File: src/rtl/lc3_decode_stage.sv
// LC3 pipeline decode stage: registers the fetched instruction and its npc, and
// derives the execute, writeback and memory control words from the opcode.
module lc3_decode_stage #(
  parameter int INSTR_W = 16,
  parameter int ADDR_W  = 16
) (
  input  logic               clock,
  input  logic               reset,
  input  logic               enable_decode,
  input  logic [INSTR_W-1:0] Instr_dout,
  input  logic [ADDR_W-1:0]  npc_in,
  output logic [INSTR_W-1:0] IR,
  output logic [ADDR_W-1:0]  npc_out,
  output logic [5:0]         E_Control,
  output logic [1:0]         W_Control,
  output logic               Mem_Control,
  output logic               decode_valid,
  output logic               illegal_op
);

  typedef enum logic [3:0] {
    OP_BR   = 4'h0, OP_ADD = 4'h1, OP_LD   = 4'h2, OP_ST   = 4'h3,
    OP_JSR  = 4'h4, OP_AND = 4'h5, OP_LDR  = 4'h6, OP_STR  = 4'h7,
    OP_RTI  = 4'h8, OP_NOT = 4'h9, OP_LDI  = 4'hA, OP_STI  = 4'hB,
    OP_JMP  = 4'hC, OP_RES = 4'hD, OP_LEA  = 4'hE, OP_TRAP = 4'hF
  } opcode_e;

  // pcselect1 base-offset selects and writeback sources
  localparam logic [1:0] PC1_OFF11 = 2'b00;
  localparam logic [1:0] PC1_OFF9  = 2'b01;
  localparam logic [1:0] PC1_OFF6  = 2'b10;
  localparam logic [1:0] PC1_ZERO  = 2'b11;
  localparam logic [1:0] WB_ALU    = 2'b00;
  localparam logic [1:0] WB_MEM    = 2'b01;
  localparam logic [1:0] WB_PC     = 2'b10;

  opcode_e    opcode;
  logic [1:0] alu_control;
  logic [1:0] pcselect1;
  logic       pcselect2;
  logic       op2select;
  logic [1:0] w_control_d;
  logic       mem_control_d;
  logic       illegal_d;

  assign opcode = opcode_e'(Instr_dout[INSTR_W-1 -: 4]);

  // NOTE: every combinational output gets a default before the case so no
  // opcode path can leave a signal unassigned and infer a latch.
  always_comb begin
    alu_control   = 2'b00;
    pcselect1     = PC1_OFF11;
    pcselect2     = 1'b0;
    op2select     = 1'b0;
    w_control_d   = WB_ALU;
    mem_control_d = 1'b0;
    illegal_d     = 1'b0;
    unique case (opcode)
      OP_ADD: op2select = ~Instr_dout[5];
      OP_AND: begin alu_control = 2'b01; op2select = ~Instr_dout[5]; end
      OP_NOT: begin alu_control = 2'b10; op2select = 1'b1; end
      OP_BR, OP_ST: begin pcselect1 = PC1_OFF9; pcselect2 = 1'b1; end
      OP_JMP: pcselect1 = PC1_ZERO;
      OP_LD:  begin pcselect1 = PC1_OFF9; pcselect2 = 1'b1; w_control_d = WB_MEM; end
      OP_LDI: begin
        pcselect1 = PC1_OFF9; pcselect2 = 1'b1; w_control_d = WB_MEM; mem_control_d = 1'b1;
      end
      OP_STI: begin pcselect1 = PC1_OFF9; pcselect2 = 1'b1; mem_control_d = 1'b1; end
      OP_LEA: begin pcselect1 = PC1_OFF9; pcselect2 = 1'b1; w_control_d = WB_PC; end
      OP_LDR: begin pcselect1 = PC1_OFF6; w_control_d = WB_MEM; end
      OP_STR: pcselect1 = PC1_OFF6;
      OP_JSR, OP_RTI, OP_RES, OP_TRAP: illegal_d = 1'b1;
      default: illegal_d = 1'b1;
    endcase
  end

  // NOTE: state registers use non-blocking assignments so every flop samples
  // pre-edge values regardless of statement order.
  always_ff @(posedge clock or posedge reset) begin
    if (reset) begin
      IR           <= '0;
      npc_out      <= '0;
      E_Control    <= '0;
      W_Control    <= '0;
      Mem_Control  <= 1'b0;
      decode_valid <= 1'b0;
      illegal_op   <= 1'b0;
    end else begin
      decode_valid <= enable_decode;
      if (enable_decode) begin
        IR          <= Instr_dout;
        npc_out     <= npc_in;
        E_Control   <= {alu_control, pcselect1, pcselect2, op2select};
        W_Control   <= w_control_d;
        Mem_Control <= mem_control_d;
        illegal_op  <= illegal_d;
      end
    end
  end

endmodule
File: config.mk
export PLATFORM = sky130hd
export DESIGN_NAME = lc3_decode_stage
export DESIGN_NICKNAME = d
export VERILOG_FILES = /design/src/rtl/lc3_decode_stage.sv
export SDC_FILE = /design/constraint.sdc
export NUM_CORES = 1
export LEC_CHECK = 0
export CORE_MARGIN = 2
export CORE_UTILIZATION = 25
export DETAILED_ROUTE_END_ITERATION = 8
export PLACE_DENSITY = 0.54
export SYNTH_ARGS = -nofsm -noshare
export SYNTH_HDL_FRONTEND = slang
export SYNTH_SLANG_ARGS = --single-unit
export TNS_END_PERCENT = 30
File: constraint.sdc
create_clock -name clock -period 2.44 [get_ports clock]
set_input_delay 0.244 -clock clock [delete_from_list [all_inputs] [get_ports clock]]
set_output_delay 0.244 -clock clock [all_outputs]
set_load 0.05 [all_outputs]
# After elaboration in Yosys (flattened, before gate mapping)
# Index checks and enable logic that the tools add are counted.
[word_totals]
reg_bits = 43
output_inout_bits = 43
inputBits = 35
elab_cells = 37
[op_classes]
n_mux = 7
bitwise_logic = 1
eq_ne = 15
reduce_logical = 7
[ops]
columns = ["cell", "count"]
rows = [
  ["equality test 4 bit, second input constant", 8],
  ["equality test 4 x 3 -> 1 bit, second input constant", 4],
  ["equality test 4 x 2 -> 1 bit, second input constant", 2],
  ["one-hot mux 2 bit (2 select lines)", 2],
  ["one-hot mux 2 bit (3 select lines)", 1],
  ["OR reduction 2 bit", 3],
  ["OR reduction 6 bit", 1],
  ["equality test 4 x 1 -> 1 bit, second input constant", 1],
  ["zero test 4 bit", 1],
  ["OR reduction 4 bit", 1],
  ["2-to-1 mux 1 bit", 3],
  ["OR reduction 3 bit", 1],
  ["one-hot mux 1 bit (2 select lines)", 1],
  ["NOT 1 bit", 1],
]

# Depth between registers and ports, before layout
[depth]
depth_word = 3
ltp_mapped = 4
ltp_nobuf = 3

# Worst setup path before layout
# OpenSTA, ideal clock, no wires.
[synth_path]
path_type = "flip-flop to flip-flop"
from = "reg, netlist name IR[0]"
to = "reg IR[0]"
required_ns = 2.313
arrival_ns = 0.882
path_slack_ns = 1.431
setup_time_ns = 0.127
synth_period_minus_slack_ns = 1.009
path_buffers = 0
path_stages_with_launch = 2
path_cell_list = "dfrtp_1 -> mux2_1"
[synth_lines]
columns = ["item", "line", "text"]
rows = [
  ["end signal: assignment", "91", "IR <= Instr_dout;"],
  ["end: declaration", "12", "output logic [INSTR_W-1:0] IR,"],
]

# Worst setup path after layout
[layout_path]
from = "reg E_Control[2]"
to = "out E_Control[2]"
[layout_lines]
columns = ["item", "line", "text"]
rows = [
  ["start: declaration", "14", "output logic [5:0] E_Control,"],
  ["start signal: assignment", "93", "E_Control <= {alu_control, pcselect1, pcselect2, op2select};"],
]
# No word-level cell between the ends.

==> key figures <==
Detailed routing
  – First-pass DRT Iterations: 4
  – First DRT Iteration DRCs: 17
  – Via count: 1247
  – Post-route ant nets: 0
  – DRC: 0
  – Routed len/inst: 13.2 µm
  – Final wirelength: 3770 µm
  – DR vias/cell: 4.38

Logic synthesis
  – Leading area contributor after synthesis: dfrtp_1
  – Synth Cell Area: 1740 µm²
  – Post-synth cell types: 26
  – Largest family of logic cells by synthesized area: multiplexers
  – Synthesized flop and latch total: 43
  – Syn avg cell area: 13.7 µm²
  – Synth Warn #: 0
  – Synth area leaders: dfrtp_1 (62%), mux2_1 (17%), buf_6 (3.2%)
  – Post-synth top area share: 61.8%
  – Xor and xnor fraction of the mapped netlist area: 0%
  – Syn nets: 162
  – Post-synthesis mux area share: 20.0%
  – Cells after Synth: 127
  – Seq/Total Area, Yosys: 61.8%
  – Synth Area in Adders: 0%
  – Compound-gate portion of the synthesized area: 6.04%
  – Simple-gate share of the synthesized area: 5.32%

Critical path
  – Slowest cell on the critical path: clkdlybuf4s50_1
  – WP buf/inv: 1
  – Kind of critical path: register to primary output
  – CP endpoint kind: primary output
  – Crit path max fanout: 2
  – Start point of the critical path: E_Control[2]
  – Top delay family on crit path: buffers and inverters
  – Critical R2R Launch: npc_out[14]
  – Worst Path Required: 2200 ps
  – CP Launch Type: register
  – Critical-path cell list: clkdlybuf4s50_1
  – Data arrival time of the critical path: 1490 ps
  – Crit-path max cell delay: 830 ps

Clock tree
  – Worst-path clk slew: 80 ps
  – Setup repair bufs after CTS: 0
  – Maximum clock path buffer count: 2
  – H-tree depth: 2
  – Clock Latency Late Sink: 290 ps
  – Sink Count: 43
  – Total CTS buffers: 5
  – Post-CTS sizing: 0
  – Root Buffer: clkbuf_8
  – CTS tree: yes
  – Hold-fix buffers, CTS: 0

Timing
  – Final hold viol count: 0
  – Slew Limit Fails: 0
  – Crit path time final: 1730 ps
  – Setup_tns: 0 ps
  – Max-Slew Margin vs Limit: 65.0%
  – Final setup violation count: 0
  – Clock Skew: 0 ps
  – Final Cycle Share: 70.9%
  – Fmax achieved: 578 MHz
  – Worst Tran Pin Value: 523 ps
  – Unrepaired setup endpoints after global routing: false

Floorplanning
  – Rows: 30
  – Die Ht: 87.4 µm
  – Initial Utilization: 25.8%
  – Die area: 7640 µm²
  – Chip width: 87.4 µm
  – Floorplan Core Area: 6760 µm²
  – Io pins: 78

Power and ir drop
  – Clock share of power: 28.2%
  – Combinational power share: 28.8%
  – Int Pwr: 1.28 mW
  – Leakage power total: 1.10 nW
  – Reg power frac: 43.0%
  – PwrDens: 702 nW/µm²
  – VDD IR max: 351 µV
  – Switch Pwr: 0.593 mW
  – Sw Ratio: 31.6%

Place
  – Post-detail-place hpwl: 2720 µm
  – I/O Buffers: 77
  – Final Wtd Congestion: 0.747

Cells and area
  – Most common cell after layout, fill and taps aside: clkdlybuf4s50_1
  – Util after Layout: 39.6%
  – Layout cell share with drive strength beyond 1: 8.29%
  – Nets: 240
  – Most frequent cells in the layout: clkdlybuf4s50_1 (76), dfrtp_1 (43), mux2_1 (26)
  – Diodes inserted: 0
  – Layout area overhead: 53.7%

Global routing
  – Global-route wire length before repair: 6210 µm
  – Remaining Overflow, GRT: 0
  – Largest net degree at the start of global routing: 34
  – Vias in the first global route: 1253
  – Initial antenna violation count: 0
  – GRT Overall Usage: 10.4%

Flow run
  – Max-cap violations: 0

Worst hold path
  – Type of the most critical hold path: primary input to async pin

Run status
  – Status: finished, final reports clean
==> sequential cells by signal, indices dropped and copies added, names as in the netlist <==
register      cells
E_Control         6
IR               16
Mem_Control       1
W_Control         2
decode_valid      1
illegal_op        1
npc_out          16
==> final timing paths <==
kind / endpoint / slack, ps / depth (start not counted)
max in group asynchronous: IR[13] / 1660 / 3
min: npc_out[11] / 300 / 2
max: E_Control[2] / 710 / 1
min in group clock: decode_valid / 340 / 1
max reg2reg: npc_out[14] / 1670 / 1
min reg2reg: IR[7] / 480 / 1
==> cell usage after synthesis, drive strengths merged <==
| cell type | n |
|---|---|
| mux2i | 1 |
| nor2 | 1 |
| o22ai | 2 |
| and2b | 1 |
| nand4 | 1 |
| o2111ai | 1 |
| nand3 | 3 |
| a21oi | 3 |
| nand2 | 5 |
| o22a | 2 |
| or2 | 1 |
| nand2b | 1 |
| o221ai | 1 |
| dfrtp | 43 |
| buf | 8 |
| nor3 | 1 |
| nand4b | 1 |
| nor2b | 2 |
| mux2 | 30 |
| inv | 12 |
| o21ai | 7 |
==> area by class of cell <==
cell class,count,area [µm²]
clock buffer,6,72.6
clock inverter,1,30.0
fill,680,4080
inverter,12,45.0
multi-input combinational,64,546
sequential,43,1080
tap,80,100
timing repair buffer,79,806
==> cells by family after synthesis <==
| group | Yosys count |
|---|---|
| DFF | 43 |
| and+or+nand+nor | 17 |
| AOI/OAI and AO/OA | 16 |
| buffers and inverters | 20 |
| muxes | 31 |
==> routing by layer <==
metal	up-vias	share of wire (%)	track usage (%)
met3	4	7.7	4.45
li1	585	-	-
met1	615	41	11.8
met5	-	0	0
met2	43	50	18.2
met4	0	0.61	2.52
==> power groups by stage <==
| stage | logic, mW | registers (mW) | clock network [mW] |
|---|---|---|---|
| 2_1_floorplan | 0.100 | 1.05 | 0 |
| 3_3_place_gp | 0.547 | 0.821 | 0 |
| 5_1_grt | 0.569 | 0.817 | 0.588 |
| 4_1_cts | 0.549 | 0.809 | 0.555 |
| 6_report | 0.541 | 0.807 | 0.530 |
| 3_5_place_dp | 0.548 | 0.822 | 0 |
==> stage by stage <==
step	hold slack, ps	cell area [µm²]	total power [mW]	setup slack [ps]	std cells
final	300	2680	1.88	710	285
after detailed placement	474	2570	1.37	994	278
after global placement	467	2570	1.37	997	278
after floorplan	275	1740	1.16	1190	127
after global routing	362	2680	1.97	642	285
after CTS	310	2680	1.91	693	285
Note: power is estimated with default switching activity, not from simulation.
